File: src/rtl/nn_layer_sequencer.sv
// Weight-pipeline initiator: requests load mode, streams weight rows into the MAC array, then reads out the accumulators.
// Optional ready-wait watchdog enabled by defining NN_SEQ_TIMEOUT_EN.
module nn_layer_sequencer #(
    parameter int N_MACS    = 4,
    parameter int W_WIDTH   = 8,
    parameter int MAX_ROWS  = 16,
    parameter int ROW_CNT_W = 5,
    parameter int TIMEOUT   = 64
) (
    input  logic                        clk,
    input  logic                        rst,
    input  logic                        start,
    input  logic [ROW_CNT_W-1:0]        num_rows,
    output logic [2:0]                  mode,
    input  logic                        load_ready,
    input  logic                        layer_ready,
    input  logic [N_MACS-1:0]           weight_ctrl,
    input  logic [N_MACS*W_WIDTH-1:0]   w_in_data,
    input  logic                        w_in_valid,
    output logic                        w_in_ready,
    output logic [N_MACS*W_WIDTH-1:0]   mac_w_data,
    output logic [N_MACS-1:0]           mac_w_valid,
    output logic                        acc_rd_en,
    output logic [1:0]                  acc_rd_idx,
    output logic                        busy,
    output logic                        done,
    output logic                        err
);

    typedef enum logic [2:0] {
        S_IDLE, S_REQ_LOAD, S_STREAM, S_REQ_LAYER, S_READOUT, S_FINISH
    } state_t;

    state_t                 state;
    logic [ROW_CNT_W-1:0]   row_cnt;
    logic [ROW_CNT_W-1:0]   num_rows_q;
    logic                   xfer;
    logic                   last_row;
    logic                   num_rows_ok;

    assign busy        = (state != S_IDLE);
    // A row may already move in the cycle load_ready is first seen, before STREAM is entered.
    assign w_in_ready  = load_ready && ((state == S_REQ_LOAD) || (state == S_STREAM));
    assign xfer        = w_in_valid && w_in_ready;
    assign last_row    = xfer && ((row_cnt + ROW_CNT_W'(1)) == num_rows_q);
    assign num_rows_ok = (num_rows != '0) && (num_rows <= ROW_CNT_W'(MAX_ROWS));

`ifdef NN_SEQ_TIMEOUT_EN
    localparam int WD_W = $clog2(TIMEOUT + 1);
    logic [WD_W-1:0] wd_cnt;
    logic            wd_expired;
    assign wd_expired = (wd_cnt == WD_W'(TIMEOUT - 1));
`endif

    always_ff @(posedge clk or posedge rst) begin
        if (rst) begin
            state       <= S_IDLE;
            mode        <= 3'd0;
            row_cnt     <= '0;
            num_rows_q  <= '0;
            mac_w_data  <= '0;
            mac_w_valid <= '0;
            acc_rd_en   <= 1'b0;
            acc_rd_idx  <= 2'd0;
            done        <= 1'b0;
            err         <= 1'b0;
`ifdef NN_SEQ_TIMEOUT_EN
            wd_cnt      <= '0;
`endif
        end else begin
            done        <= 1'b0;
            err         <= 1'b0;
            mac_w_valid <= '0;
`ifdef NN_SEQ_TIMEOUT_EN
            wd_cnt      <= '0;
`endif
            if (xfer) begin
                mac_w_data  <= w_in_data;
                mac_w_valid <= weight_ctrl;
                row_cnt     <= row_cnt + ROW_CNT_W'(1);
            end

            case (state)
                S_IDLE: begin
                    if (start) begin
                        if (num_rows_ok) begin
                            num_rows_q <= num_rows;
                            row_cnt    <= '0;
                            mode       <= 3'd1;
                            state      <= S_REQ_LOAD;
                        end else begin
                            err <= 1'b1;
                        end
                    end
                end
                S_REQ_LOAD, S_STREAM: begin
                    if (last_row) begin
                        mode  <= 3'd2;
                        state <= S_REQ_LAYER;
                    end else if (state == S_REQ_LOAD) begin
                        if (load_ready) begin
                            state <= S_STREAM;
                        end
`ifdef NN_SEQ_TIMEOUT_EN
                        else if (wd_expired) begin
                            err   <= 1'b1;
                            mode  <= 3'd0;
                            state <= S_IDLE;
                        end else begin
                            wd_cnt <= wd_cnt + WD_W'(1);
                        end
`endif
                    end
                end
                S_REQ_LAYER: begin
                    if (layer_ready) begin
                        acc_rd_en  <= 1'b1;
                        acc_rd_idx <= 2'd0;
                        state      <= S_READOUT;
                    end
`ifdef NN_SEQ_TIMEOUT_EN
                    else if (wd_expired) begin
                        err   <= 1'b1;
                        mode  <= 3'd0;
                        state <= S_IDLE;
                    end else begin
                        wd_cnt <= wd_cnt + WD_W'(1);
                    end
`endif
                end
                S_READOUT: begin
                    if (acc_rd_idx == 2'(N_MACS - 1)) begin
                        acc_rd_en <= 1'b0;
                        mode      <= 3'd0;
                        done      <= 1'b1;
                        state     <= S_FINISH;
                    end else begin
                        acc_rd_idx <= acc_rd_idx + 2'd1;
                    end
                end
                S_FINISH: begin
                    state <= S_IDLE;
                end
                default: begin
                    mode  <= 3'd0;
                    state <= S_IDLE;
                end
            endcase
        end
    end

endmodule

File: config.mk
export PLATFORM = sky130hd
export DESIGN_NAME = nn_layer_sequencer
export DESIGN_NICKNAME = d
export VERILOG_FILES = /design/src/rtl/nn_layer_sequencer.sv
export SDC_FILE = /design/constraint.sdc
export NUM_CORES = 1
export LEC_CHECK = 0
export CORE_MARGIN = 3
export CORE_UTILIZATION = 40
export DETAILED_ROUTE_END_ITERATION = 7
export GPL_ROUTABILITY_DRIVEN = 1
export GPL_TIMING_DRIVEN = 0
export PLACE_DENSITY = 0.85
export SKIP_LAST_GASP = 1
export SYNTH_ARGS = -nofsm -noshare
export SYNTH_HDL_FRONTEND = slang
export SYNTH_SLANG_ARGS = --single-unit
File: constraint.sdc
create_clock -name clk -period 4.45 [get_ports clk]
set_input_delay 1.1125 -clock clk [delete_from_list [all_inputs] [get_ports clk]]
set_output_delay 1.1125 -clock clk [all_outputs]
set_load 0.005 [all_outputs]
==> reports/results.tsv <==
stage	metric	value	unit
run_status	status	completed	
logic_synthesis	Post-synth EDFFs	0	
global_routing	largest net degree at the start of global routing	43	
power	Leak	0.00169	uW
timing	Total Neg Setup Slack	0	ns
place	dpl hpwl	4440	um
timing	clk_skew	0.00681	ns
place	Final Wtd Congestion	0.806	
clock_network	clk slew on worst S/H paths	0.09	ns
timing	Final period util	0.771	
hold_path	Hold Path Depth	2	
job	Max-cap violations	0	
final_layout	layout cells sized above 1	0.0836	
floorplanning	DIE WIDTH	84.7	um
floorplanning	Die Ht	84.7	um
clock_network	clock sink total	56	
floorplanning	Core Area	5960	um^2
clock_network	H-tree level count	2	
timing	unrepaired setup endpoints after global routing	no	
power	VDD IR max	0.282	mV
clock_network	clock root buffer	clkbuf_8	
drt	Antenna Nets Post-Route	0	
final_layout	most frequent cells in the layout	108 x nand2_1, 91 x clkdlybuf4s50_1, 56 x dfrtp_1, 12 x nor2_1, 8 x o21ai_0	
hold_path	Worst Hold Class	register to register	
worst_setup_path	WP data required	3.34	ns
drt	Via Count	2037	
global_routing	first-pass GRT wire length	9650	um
timing	Final Setup Violations	0	
worst_setup_path	worst reg2reg startpoint	row_cnt[0]$_DFF_PP0_	
floorplanning	DIE AREA	7170	um^2
worst_setup_path	CP Launch Type	primary input	
final_layout	ANT cells	0	
logic_synthesis	post-synthesis sequential area ratio	0.566	
final_layout	final core utilization	0.604	
floorplanning	std cell rows	28	
timing	f_max	291	MHz
logic_synthesis	Post-Syn Area	2480	um^2
timing	fin crit period	3.43	ns
timing	Hold Violations, Final	0	
clock_network	postcts setup bufs	0	
logic_synthesis	Async S/R FF share, synth	1.00	
drt	First DRT Iteration DRCs	96	
floorplanning	initial core utilization	0.416	
logic_synthesis	Synth Instances	260	
worst_setup_path	CP arrival	2.32	ns
drt	Detailed Routing Iterations Pass 1	4	
worst_setup_path	R2R setup slack	2.52	ns
logic_synthesis	Syn Nets	309	
logic_synthesis	flops & latches, synth	56	
hold_path	hold path start	mac_w_data[1]$_DFFE_PP0N_	
worst_setup_path	critical path endpoint category	primary output	
final_layout	commonest non-fill, non-tap cell in the layout	nand2_1	
drt	WL/cell	13.3	um
clock_network	CTS Buffer Depth	2	
clock_network	post_cts resized	0	
worst_setup_path	reg2reg path depth	6	
clock_network	CTS Buf Count	5	
final_layout	Nets	408	
worst_setup_path	Worst Path Max Fanout	5	
worst_setup_path	RR Endpoint	state[0]$_DFFE_PP0P_	
logic_synthesis	count of different cell masters after synthesis	41	
final_layout	fill count	551	
drt	drt total wl	5780	um
hold_path	Hold EP	mac_w_data[1]$_DFFE_PP0N_	
floorplanning	# IOs	93	
timing	Max Slew Vio Count	0	
place	PortBufs	91	
clock_network	worst skew pair latency	0.29	ns
global_routing	number of global-route vias before repair	2066	
logic_synthesis	Synth Flop Type	dfrtp_1	
clock_network	CTS tree	done	
power	pwr/cell area	589	nW/um^2
global_routing	initial antenna violation count	0	
global_routing	grt total ovfl	0	
logic_synthesis	YS warnings	0	
final_layout	Area growth, synth to finish	45.3	%
logic_synthesis	Synth Area per Inst	9.53	um^2
drt	post-route DRC violation count	0	
global_routing	GRT Total Usage	0.165	
clock_network	hold buffers post-CTS	0	
drt	Vias/cell	4.69	
worst_setup_path	Setup CP Type	primary input to primary output	
==> cell type report <==
class	count	area (um^2)	share of cell area
Timing Repair Buffer	92	931	0.259
Sequential cell	56	1400	0.389
Clock buffer	7	96.3	0.0268
Buffer	15	91.3	0.0254
Tap cell	75	93.8	0.0261
Multi-Input combinational cell	187	977	0.272
Inverter	2	7.51	0.00209
==> worst max-delay path by stage <==
stage | start | end | slack [ns] | cells past startpoint
global route | load_ready | w_in_ready | 0.97 | 3
CTS | load_ready | w_in_ready | 1.00 | 3
global placement | rst | mac_w_data[4]$_DFFE_PP0N_ | 0.95 | 2
floorplan | rst | acc_rd_en$_DFFE_PP0P_ | 1.97 | 1
detailed placement | load_ready | w_in_ready | 1.00 | 3
finish | load_ready | w_in_ready | 1.02 | 3
==> logic make-up after synthesis <==
group | share of synthesized area
AOI/OAI and AO/OA | 0.0616
xor gates and xnor gates | 0.0389
adders and majority gates | 0.0101
buffers and inverters | 0.0399
DFF | 0.566
muxes | 0.0354
other | 0.00151
and+or+nand+nor | 0.247
==> cell usage after synthesis (2+ instances only) <==
library cell | number | share of area
mux2_4 | 3 | 0.018
dfrtp_1 | 56 | 0.57
nand3_1 | 3 | 0.0061
mux2_2 | 2 | 0.0091
mux2i_1 | 2 | 0.0081
clkbuf_1 | 5 | 0.0076
nor3_1 | 2 | 0.0040
buf_4 | 4 | 0.012
o21ai_0 | 8 | 0.016
nor2_1 | 12 | 0.018
xor2_1 | 5 | 0.018
buf_2 | 4 | 0.0081
and2_1 | 5 | 0.013
a21oi_1 | 6 | 0.012
inv_1 | 2 | 0.0030
xnor2_1 | 6 | 0.021
buf_6 | 2 | 0.0091
nand2_1 | 108 | 0.16
nor2b_1 | 2 | 0.0050
ha_1 | 2 | 0.010
==> per-layer routing <==
layer | GRT usage | wire length (um) | vias to the layer above
li1 | - | - | 1025
met1 | 0.210 | 2490 | 954
met2 | 0.290 | 2950 | 56
met3 | 0.0373 | 312 | 2
met4 | 0.0302 | 23 | 0
met5 | 0 | 0 | -
==> where the power goes <==
part	leakage, uW	total [uW]	internal (uW)	switching [uW]
sequential	0.000708	849	717	133
combinational	0.000930	988	567	421
clock	0.0000503	284	139	145
==> per-stage QoR <==
step,cell area [um^2],setup slack [ns],hold slack [ns],std cells,power [uW]
floorplan,2480,1.97,0.469,260,1350
global placement,3480,0.949,0.457,426,1810
detailed placement,3500,1.00,0.462,427,1860
CTS,3600,1.00,0.484,434,2150
global route,3600,0.967,0.513,434,2280
finish,3600,1.02,0.483,434,2120
==> sequential cells by signal (all words and copies together) (netlist names) <==
register,cells
mac_w_data,32
num_rows_q,5
row_cnt,5
mac_w_valid,4
state,3
acc_rd_idx,2
mode,2
acc_rd_en,1
done,1
err,1
==> critical path, stage by stage <==
cell and delay (ns):
clkdlybuf4s50_1 0.57, and2_1 0.15, clkdlybuf4s50_1 0.49
Power figures use the tool's default switching activity.
==> variant, RTL diff (config.mk and constraints unchanged) <==
Re-encode `state_t` (6 states) as one-hot, 6 bits wide.
--- a/src/rtl/nn_layer_sequencer.sv
+++ b/src/rtl/nn_layer_sequencer.sv
@@ -27,8 +27,8 @@
     output logic                        err
 );
 
-    typedef enum logic [2:0] {
-        S_IDLE, S_REQ_LOAD, S_STREAM, S_REQ_LAYER, S_READOUT, S_FINISH
+    typedef enum logic [5:0] {
+        S_IDLE = 6'b000001, S_REQ_LOAD = 6'b000010, S_STREAM = 6'b000100, S_REQ_LAYER = 6'b001000, S_READOUT = 6'b010000, S_FINISH = 6'b100000
     } state_t;
 
     state_t                 state;
Formal check against the unedited RTL: same outputs for any inputs over 10 cycles, from zero or initial values and one cycle with rst high; not proved beyond that.
==> variant against the original RTL <==
Setup slack worse by 0.0074 ns. Power is 3.5% higher. Sequential cell count is 3 higher. Sequential share of layout area is 0.26 points lower. Worst hold slack worse by 0.0058 ns. Design area is 6.2% higher. Register-to-register slack worse by 0.45 ns. Routed wire length is 4.5% higher. Area after synthesis is 3.7% higher. Largest cell class unchanged.
==> variant: results (changes against the original RTL) <==
stage,metric,value,unit,change
placed_design,post-detail-place hpwl,4440,um,about the same
clocking,postcts setup bufs,0,,unchanged
worst_setup_path,CP max FO,7,,was 5
final_layout,biggest regs,"mac_w_data (32), state (6)",,"was mac_w_data (32), num_rows_q (5), row_cnt (5)"
final_layout,ratio of cells with drive above 1 in the final layout,0.0871,,was 0.0836
worst_setup_path,r2r worst-path depth,7,,was 6
clocking,cts bufs inserted,9,,was 5
synth,sequential share of the synthesized area,0.575,,was 0.566
power,switching pwr,644,uW,was 699 uW
timing,Fin Hold WS,0.477,ns,was 0.483 ns
power,VDD IR max,330,uV,was 282 uV
global_route,vias in the first global route,2265,,was 2066
synth,Mapped Nets,320,,was 309
timing,skew final,0.00689,ns,was 0.00681 ns
synth,ranking of synthesized cells by area,"dfrtp_1 57%, nand2_1 15%, xnor2_1 2.7%",,"was dfrtp_1 57%, nand2_1 16%, xnor2_1 2.1%"
worst_hold_path,Worst Hold Launch,mac_w_data[15],,was mac_w_data[1]
synth,Post-synth top cells,"105 x nand2_1, 58 x dfrtp_1, 11 x nor2_1",,"was 108 x nand2_1, 56 x dfrtp_1, 12 x nor2_1"
clocking,CTS clock-pin slew for the worst setup and hold paths,0.06,ns,was 0.09 ns
clocking,H-tree Lvls,3,,was 2
worst_setup_path,start of the worst register-to-register path,state[1],,was row_cnt[0]
global_route,Total GRT Usage,0.173,,was 0.165
worst_setup_path,Reg2Reg Setup Slack,2.07,ns,was 2.52 ns
route,initial drt markers,79,,was 96
global_route,largest net degree at the start of global routing,34,,was 43
run_status,status,completed,,unchanged
route,via count,2197,,was 2037
worst_hold_path,Hold EP,mac_w_data[15],,was mac_w_data[1]
placed_design,Routability Congestion,0.855,,was 0.806
variant: logic make-up (layout without fill, tap and decap cells):
family | Yosys count | after routing | share of synthesized area
xor gates and xnor gates | 13 | 13 | 0.0443
AOI/OAI and AO/OA | 22 | 22 | 0.0560
and+or+nand+nor | 148 | 148 | 0.251
muxes | 5 | 5 | 0.0219
other | 1 | 1 | 0.00146
adders and majority gates | 2 | 2 | 0.00974
buffers and inverters | 21 | 129 | 0.0399
DFF | 59 | 59 | 0.575
variant: worst max-delay path by stage:
stage                           from          to  slack [ns]  cells past startpoint
after CTS                   state[1]        busy        0.99                      5
after global routing        state[1]        busy        0.85                      5
after detailed placement  load_ready  w_in_ready        1.10                      3
final                       state[1]        busy        1.01                      5
after floorplan                  rst   acc_rd_en        1.88                      1
after global placement           rst         err        0.81                      2
variant: final cells by class:
| type | count | area, um^2 |
|---|---|---|
| plain buffers | 16 | 83.8 |
| well taps | 75 | 93.8 |
| repair buffers | 92 | 931 |
| flip-flops and latches | 59 | 1480 |
| multi-input cells | 191 | 988 |
| clock inverters | 5 | 75.1 |
| inverters | 5 | 18.8 |
| fillers | 499 | 2240 |
| clock buffers | 11 | 151 |
variant: metal layers:
metal | GRT usage | share of wire
met5 | 0 | 0
met4 | 0.0619 | 0.012
met1 | 0.213 | 0.43
met2 | 0.281 | 0.48
met3 | 0.0615 | 0.075
variant: worst max-delay path, cell delays in order, from the launching register on:
cell and delay [ns]:
dfrtp_1 0.36, clkbuf_1 0.18, or4b_1 0.58, nor3_1 0.32, inv_1 0.10, clkdlybuf4s50_1 0.46
variant: through the flow:
step / instances / setup WS, ns / util / area (um^2)
2_1_floorplan: 271 / 1.88 / - / 2570
3_3_place_gp: 437 / 0.806 / 0.590 / 3570
3_5_place_dp: 438 / 1.10 / 0.593 / 3590
4_1_cts: 454 / 0.995 / 0.630 / 3820
5_1_grt: 454 / 0.853 / 0.630 / 3820
6_report: 454 / 1.01 / 0.630 / 3820
variant: power groups by stage:
stage	sequential [mW]	clock, mW	combinational, mW
floorplan	0.850	0	0.342
global route	0.870	0.593	0.886
detailed placement	0.848	0	0.812
finish	0.843	0.549	0.802
CTS	0.843	0.563	0.816
global placement	0.841	0	0.786
